--- config.mk ---
export PLATFORM = sky130hd
export DESIGN_NAME = riscv_test_monitor
export DESIGN_NICKNAME = d
export VERILOG_FILES = /design/src/rtl/riscv_test_monitor.sv
export SDC_FILE = /design/constraint.sdc
export NUM_CORES = 1
export LEC_CHECK = 0
export CORE_UTILIZATION = 44
export DETAILED_ROUTE_END_ITERATION = 10
export GPL_TIMING_DRIVEN = 0
export PLACE_DENSITY = 0.77
export RECOVER_POWER = 50
export SETUP_SLACK_MARGIN = 0.1
export SYNTH_ARGS = -nofsm -noshare
export SYNTH_HDL_FRONTEND = slang
export SYNTH_SLANG_ARGS = --single-unit
--- constraint.sdc ---
create_clock -name clk -period 2.3 [get_ports clk]
set_input_delay 0.23 -clock clk [delete_from_list [all_inputs] [get_ports clk]]
set_output_delay 0.23 -clock clk [all_outputs]
set_load 0.05 [all_outputs]
--- src/rtl/riscv_test_monitor.sv ---
// riscv_test_monitor: pass/fail monitor for the riscv-tests ISA suite.
// Watches the core's retire stream for the terminating ecall, decodes the
// gp (x3) convention into pass / fail(+test number), and flags runaway runs
// via a cycle-budget timeout.
//
// Optional build macro: RISCV_TEST_MON_STALL_EN
//   defined   -> an idle counter declares STALL after STALL_CYCLES cycles
//                without a retire.
//   undefined -> no idle counter, stalled is tied 0.
//
// All outputs are registered and sticky once done is set; only rst clears them.
module riscv_test_monitor #(
  parameter int unsigned MAX_CYCLES   = 5000,
  parameter int unsigned STALL_CYCLES = 64,
  parameter logic [31:0] ECALL_INST   = 32'h0000_0073
) (
  input  logic        clk,
  input  logic        rst,
  input  logic        commit_valid,
  input  logic [31:0] commit_pc,
  input  logic [31:0] commit_inst,
  input  logic [31:0] gp_value,
  output logic        done,
  output logic        pass,
  output logic        fail,
  output logic [30:0] fail_testnum,
  output logic        timeout,
  output logic        stalled,
  output logic [31:0] cycle_count,
  output logic [31:0] retire_count,
  output logic [31:0] end_pc
);

  typedef enum logic [2:0] {
    StRun,
    StPass,
    StFail,
    StTimeout,
    StStall
  } state_e;

  // Timeout fires on the cycle whose pre-increment count is MAX_CYCLES-1,
  // so cycle_count reads exactly MAX_CYCLES once TIMEOUT is reached.
  localparam logic [31:0] CycleLimit = 32'(MAX_CYCLES - 1);

  state_e state_q;

  logic        term_evt;
  logic        gp_is_one;
  logic        timeout_hit;
  logic [31:0] cycle_inc;
  logic [31:0] retire_inc;

`ifdef RISCV_TEST_MON_STALL_EN
  localparam logic [31:0] StallLimit = 32'(STALL_CYCLES - 1);

  logic [31:0] idle_q;
  logic        stall_hit;
  logic [31:0] idle_inc;
`else
  // Stall detection compiled out: keep the parameter referenced and tie off.
  logic unused_stall_cfg;
  assign unused_stall_cfg = ^STALL_CYCLES;
  assign stalled          = 1'b0;
`endif

  // Decode the terminating event and the saturating counter increments.
  always_comb begin
    // && short-circuits, so unqualified inst/gp contents never reach the FSM.
    term_evt    = commit_valid && (commit_inst == ECALL_INST) && gp_value[0];
    gp_is_one   = (gp_value == 32'd1);
    timeout_hit = (cycle_count == CycleLimit);
    cycle_inc   = (cycle_count == 32'hFFFF_FFFF) ? cycle_count : cycle_count + 32'd1;
    retire_inc  = (retire_count == 32'hFFFF_FFFF) ? retire_count : retire_count + 32'd1;
`ifdef RISCV_TEST_MON_STALL_EN
    idle_inc    = (idle_q == 32'hFFFF_FFFF) ? idle_q : idle_q + 32'd1;
    stall_hit   = !commit_valid && (idle_q == StallLimit);
`endif
  end

  // Monitor FSM with registered, sticky result outputs.
  always_ff @(posedge clk) begin
    if (rst) begin
      state_q      <= StRun;
      done         <= 1'b0;
      pass         <= 1'b0;
      fail         <= 1'b0;
      fail_testnum <= '0;
      timeout      <= 1'b0;
      cycle_count  <= '0;
      retire_count <= '0;
      end_pc       <= '0;
`ifdef RISCV_TEST_MON_STALL_EN
      stalled      <= 1'b0;
      idle_q       <= '0;
`endif
    end else begin
      case (state_q)
        StRun: begin
          cycle_count <= cycle_inc;
          if (commit_valid) begin
            retire_count <= retire_inc;
          end
`ifdef RISCV_TEST_MON_STALL_EN
          idle_q <= commit_valid ? 32'd0 : idle_inc;
`endif
          // Priority: PASS/FAIL > TIMEOUT > STALL.
          if (term_evt) begin
            done   <= 1'b1;
            end_pc <= commit_pc;
            if (gp_is_one) begin
              state_q <= StPass;
              pass    <= 1'b1;
            end else begin
              state_q      <= StFail;
              fail         <= 1'b1;
              fail_testnum <= gp_value[31:1];
            end
          end else if (timeout_hit) begin
            state_q <= StTimeout;
            done    <= 1'b1;
            timeout <= 1'b1;
`ifdef RISCV_TEST_MON_STALL_EN
          end else if (stall_hit) begin
            state_q <= StStall;
            done    <= 1'b1;
            stalled <= 1'b1;
`endif
          end
        end
        // Terminal states are absorbing; every output holds until rst.
        default: begin
          state_q <= state_q;
        end
      endcase
    end
  end

  // Exactly one result flag while done, none before.
  a_onehot_when_done : assert property (@(posedge clk) disable iff (rst)
    done |-> $onehot({pass, fail, timeout, stalled}));
  a_quiet_when_running : assert property (@(posedge clk) disable iff (rst)
    !done |-> ({pass, fail, timeout, stalled} == 4'b0000));
  a_testnum_only_on_fail : assert property (@(posedge clk) disable iff (rst)
    !fail |-> (fail_testnum == '0));

endmodule
==> reports/summary.md <==
* 5877 — vias in the first global route
* 0% — ys async rst share
* 14.0% — share of post-route cells with drive strength above 1
* 5 — count of TritonRoute iterations in the first routing pass
* -0.561 ns — pre-CTS worst setup slack
* reg -> reg — critical setup path kind
* 44.3% — post-synthesis sequential area ratio
* 13300 µm² — Core ar.
* in -> reg — worst hold path class
* 229 — number of port buffers
* dfxtp_1 — Top FF cell, synth
* 44.3% — top-area cell type share of the netlist area
* 0 — DRC violation count after routing
* 4.08 mW — design internal power
* met2 — highest-utilization routing layer at the global route stage
* 0 — number of buffers inserted by hold repair at cts
* 45.2% — initial core utilization
* retire_count[6] — R2R Path Start
* 5.66 — Via density
* 1183 — non-filler instance count after layout
* 6.4% — relative contribution of combinational cells to total power
* 119 µm — Die Y-Extent
* dfxtp_1, a21oi_1, nand2_1, nand3_1, o21ai_0 — main area contributors after synthesis
* finished clean — run status
* 0 — final count of pins violating max slew
* 2 — maximum number of buffers from clock root to sink
* 739 — Syn Inst Count
* true — RSZ-0062 raised after global routing
* 0.56 ns — stage delay of the slowest cell on the critical path
* 119 µm — die extent in x
* 20200 µm — drt total wl
* 54.9% — relative max-transition margin
* 519 µV — worst ir drop on vdd
* 2.13 ns — Period minus WS final
* 35.3% — met1 Use GR
* 0 — remaining global-route overflow
* dlygate4sd3_1 — most common library cell in the layout ignoring fill and taps
* 840 — net count of the mapped netlist
* 2.64 ns — required time worst endpoint
* flip-flop — startpoint type of the worst setup path
* 0 — endpoints failing setup
* 4 — H-tree depth
* 21.1% — net switching fraction of the power
* 1096 — final net count
* dfxtp_1 — library cell occupying the most area in the post-synthesis netlist
* retire_count[6] — timing startpoint of the critical path
* 0 — n_diodes
* 27.9% — GRT Overall Usage
* 17 — number of buffers inserted during clock tree synthesis
* 2.47 ns — CP Data Arrival Time
* 15100 µm — DP Wirelength
* 17.1 µm — WL/cell
* 14100 µm² — Die Outline Area
* 49.0% — power share of the clock group
* yes — CTS tree
* end_pc[4] — Hold Crit Endpoint
* retire_count[31] — end of the worst register-to-register path
* 231 — number of top-level pins
* 1.09 mW — Switching Power
* 0.06 ns — clock transition at the registers of the reported paths
* 591 — initial drt markers
* 0.17 ns — setup slack on the worst flop-to-flop path
* 54 — library cells used by synthesis
* 6690 — via total after detailed routing
* 0 — max-cap check violation count
* 0 — total number of yosys warnings
* 550 nW/µm² — power per unit of standard cell area
* 3 — WHS Path Cells
* 133 — synthesis-stage register bit count
* flip-flop — nature of the critical path endpoint
* 31100 µm — first-pass GRT wire length
* 6 — worst-case reg-to-reg path depth
* commit_pc[4] — hold_sp
* 0.676 ns — transition time at the pin with the least slew margin
* 1144 — Inst Count DP
* 0 — Final Hold Viols
* 92.6% — part of the cycle the worst path needs
* 3.47 nW — Static Leak
* 0.41 ns — latest clock arrival within the worst-skew pair
* 17 — largest net degree at the start of global routing
* 0.170 ns — min setup slack post-route
* nand4_4 > or4_4 > buf_6 > or4_1 > or3_1 > a21oi_1 — cell chain of the critical path
* 0 — residual antenna-violating net count after detailed routing
* 6.47% — met3 demand-to-capacity share in global routing
* 44.6% — relative contribution of sequential cells to total power
* 9 — critical path peak fanout
* or4_4 — critical-path cell with the highest stage delay
* clkbuf_16 — buffer type at the clock tree root
* 56.4% — synth-to-layout area growth
* 133 — total clock sinks
* 470 MHz — Peak Freq
* 0.900 — last weighted congestion value of the routability-driven placer
* 0 — count of flip-flops with a built-in enable after synthesis
* 42 — site row count
* 0 — initial antenna violation count
* 0.00858 ns — clk_skew
* 6010 µm² — synthesized cell area
* 46.2% — global-route met2 utilization
* 8.13 µm² — average footprint of a synthesized cell
* dlygate4sd3_1, clkdlybuf4s50_1, a21oi_1 — leading cell types in the layout, fill and taps excluded
-- critical path: cells and delay by family, from the launching register on --
kind	cells	cell delay, ns
AOI/OAI and AO/OA	1	0.13
buffers and inverters	1	0.15
DFF	1	0.39
and+or+nand+nor	4	1.39
-- layout make-up --
class,count,area (µm²)
buffer,44,205
clock buffer,27,504
clock inverter,4,45.0
fill,1099,3900
inverter,8,30.0
multi-input combinational,553,3260
sequential,133,2770
tap,176,220
timing repair buffer,238,2360
-- synthesized netlist by cell type (2+ instances only) --
cell / number
ha_1: 2
or3_2: 2
a211oi_1: 6
nor4b_1: 7
or4_2: 2
nand4_1: 24
mux2_2: 8
nand3_1: 59
buf_2: 2
clkbuf_1: 35
nand2_1: 82
nor3b_1: 2
or2_2: 5
nand4b_1: 2
o31ai_1: 7
a31oi_1: 4
nor2_1: 46
o21ai_0: 53
xnor2_1: 14
nor2b_1: 10
nor4_1: 26
or3_1: 25
o22ai_1: 2
buf_1: 5
buf_4: 2
xor2_1: 7
mux2i_1: 3
a21oi_1: 98
dfxtp_1: 133
or4_1: 10
inv_1: 8
a31o_2: 2
and3_1: 8
nor3_1: 9
and4_1: 10
-- cells by family after synthesis --
family                   Yosys count  synth area share, %
flip-flops                       133                 44.3
other                              1               0.0624
multiplexers                      11                 2.00
XOR/XNOR                          21                 3.06
AND/OR/NAND/NOR                  341                 30.6
adder cells (fa/ha/maj)            2                0.417
buffers and inverters             53                 3.50
AO/OA/AOI/OAI                    177                 16.1
-- through the flow --
step | util (%) | setup TNS, ns | hold slack, ns | instance area, µm² | power [mW]
4_1_cts | 69.5 | 0 | 0.354 | 9240 | 5.21
3_3_place_gp | 64.9 | -35.32 | 0.437 | 8620 | 2.69
3_5_place_dp | 64.9 | -38.63 | 0.444 | 8620 | 2.69
2_1_floorplan | - | 0 | 0.370 | 6110 | 2.46
5_1_grt | 70.7 | 0 | 0.363 | 9390 | 5.33
6_report | 70.7 | 0 | 0.370 | 9390 | 5.17
-- worst max-delay path by stage --
stage,cells past startpoint,to,slack [ns]
after global routing,6,cycle_count[31],0.04
after detailed placement,8,fail_testnum[28],-0.56
final,6,retire_count[31],0.17
after global placement,8,fail_testnum[15],-0.49
after floorplan,6,retire_count[3],0.10
after CTS,6,retire_count[4],0.1
-- what timing repair did --
action                                  in CTS  in global routing
hold endpoints to repair                     0                  0
pin swaps                                    1                  7
endpoints found under the setup margin      85                 97
setup buffers                                2                  7
gates resized for setup                     11                 41
-- power by group through the flow --
stage          combinational (mW)  sequential (mW)  clock (mW)
2_1_floorplan              0.0705             2.39           0
3_3_place_gp                0.330             2.36           0
3_5_place_dp                0.328             2.36           0
4_1_cts                     0.331             2.31        2.56
5_1_grt                     0.349             2.31        2.67
6_report                    0.330             2.31        2.53
-- flip-flops by register name, indices dropped and copies added, names as in the netlist --
register and count:
cycle_count 32, done 1, end_pc 32, fail 1, fail_testnum 31, pass 1
retire_count 32, state_q 2, timeout 1
-- layer usage --
metal	wire (µm)	share of wire [%]
met1	8780	43
met2	9660	48
met3	1340	6.6
met4	430	2.1
met5	0	0
Note: power is estimated with default switching activity, not from simulation.
==> patch: new RTL, same flow settings <==
Re-encode `state_e` (5 states) as one-hot, 5 bits wide.
--- a/src/rtl/riscv_test_monitor.sv
+++ b/src/rtl/riscv_test_monitor.sv
@@ -31,12 +31,12 @@
   output logic [31:0] end_pc
 );
 
-  typedef enum logic [2:0] {
-    StRun,
-    StPass,
-    StFail,
-    StTimeout,
-    StStall
+  typedef enum logic [4:0] {
+    StRun     = 5'b00001,
+    StPass    = 5'b00010,
+    StFail    = 5'b00100,
+    StTimeout = 5'b01000,
+    StStall   = 5'b10000
   } state_e;
 
   // Timeout fires on the cycle whose pre-increment count is MAX_CYCLES-1,
Behaviour: no difference found for any inputs over 4 cycles, from zero or initial values and one cycle with rst high; so few cycles prove little.
==> patch against the unedited design <==
  * The flow now finishes with violations (setup timing)
  * Sequential cell count grew 2
  * Design area up 17%
  * Synthesized cell count decreased by 0.54%
  * Largest power group unchanged
  * Wire length rose by 29%
  * Setup slack got worse by 0.54 ns
  * Maximum frequency is 20% lower
  * Sequential power increased by 2%
  * Power up 7.7%
  * Via count is 14% higher
  * Count of clock-buffer cells in the layout decreased by 2
  * Area after synthesis shrank 0.67%
  * First-iteration DRC count is 16% higher
  * Die area fell by 0.65%
==> patch: results (changes against the unedited design) <==
Status: finished with violations (was complete, no violations). The checks that failed: setup timing. The clock buffer instance count of the final layout was 25 (was 27). The count of endpoints failing setup in the final report came out at 100 (was 0). The cell count after synthesis is 735 (was 739).

The number of distinct library cells after synthesis is 47 (was 54). The clock network area share came out at 5.61% (was 5.85%). The wire length per cell is 21.0 µm (was 17.1 µm). The placed wire-length estimate after detailed placement is 14000 µm (was 15100 µm).

The standby leakage power is 4.02 nW (was 3.47 nW). Synth cell count leaders: 135 x sky130_fd_sc_hd__dfxtp_1, 98 x sky130_fd_sc_hd__a21oi_1, 88 x sky130_fd_sc_hd__nand2_1 (was 133 x sky130_fd_sc_hd__dfxtp_1, 98 x sky130_fd_sc_hd__a21oi_1, 82 x sky130_fd_sc_hd__nand2_1). The area share of fa/ha/maj cells after synthesis came out at 0.419% (was 0.417%). The highest fanout seen on the critical path came out at 10 (was 9).

The minimum setup slack in the final design is -0.368 ns (was 0.170 ns). The sequential fraction of total cell area is 25.3% (was 29.5%). Area contributors post-synth: sky130_fd_sc_hd__dfxtp_1 45%, sky130_fd_sc_hd__a21oi_1 8.2%, sky130_fd_sc_hd__nand2_1 5.5% (was sky130_fd_sc_hd__dfxtp_1 44%, sky130_fd_sc_hd__a21oi_1 8.2%, sky130_fd_sc_hd__nand2_1 5.1%). The launch instance of the worst min-delay path is commit_pc[14] (was commit_pc[4]). The weighted congestion at the end of routability-driven global placement came to 0.863 (was 0.900). The area occupied by multi-input gates was 3920 µm² (was 3260 µm²).

The share of layout cells above drive strength 1 came out at 30.0% (was 14.0%). The count of sequential standard cells came out at 135 (was 133). The source of the worst register-to-register timing path is state_q[3]$_SDFFE_PP0P_ (was retire_count[6]$_SDFFE_PP0P_). The final instance area came out at 11000 µm² (was 9390 µm²).

The met3 layer wire length in the routed design is 2470 µm (was 1340 µm). The post-CTS setup repair buffer count came out at 28 (was 2). The compound-gate portion of the synthesized area is 17.1% (was 16.1%). The relative slew slack is 33.4% (was 54.9%). The critical path's slowest cell is sky130_fd_sc_hd__clkbuf_1 (was sky130_fd_sc_hd__or4_4).
==> patch: cell types whose count changed in the layout (fill, tap and decap cells not counted), moves of 17 or more <==
cell | before | now
sky130_fd_sc_hd__nand2_2 | 0 | 18
sky130_fd_sc_hd__buf_6 | 2 | 19
sky130_fd_sc_hd__a21oi_1 | 98 | 76
sky130_fd_sc_hd__a21oi_2 | 0 | 22
sky130_fd_sc_hd__o21ai_2 | 0 | 27
sky130_fd_sc_hd__dlygate4sd3_1 | 126 | 83
sky130_fd_sc_hd__clkdlybuf4s50_1 | 103 | 146
sky130_fd_sc_hd__buf_4 | 12 | 47
sky130_fd_sc_hd__o21ai_0 | 51 | 13
==> patch: power by group <==
part	switching, mW	leakage [nW]	total, mW	internal, mW
registers	0.0131	1.11	2.36	2.35
logic	0.157	2.60	0.355	0.199
clock network	1.05	0.304	2.85	1.80
==> patch: per-layer routing <==
metal / track usage, % / up-vias
met5: 0 / -
met4: 15.7 / 0
met3: 8.01 / 129
met2: 50.4 / 511
met1: 37.2 / 3620
li1: - / 3352
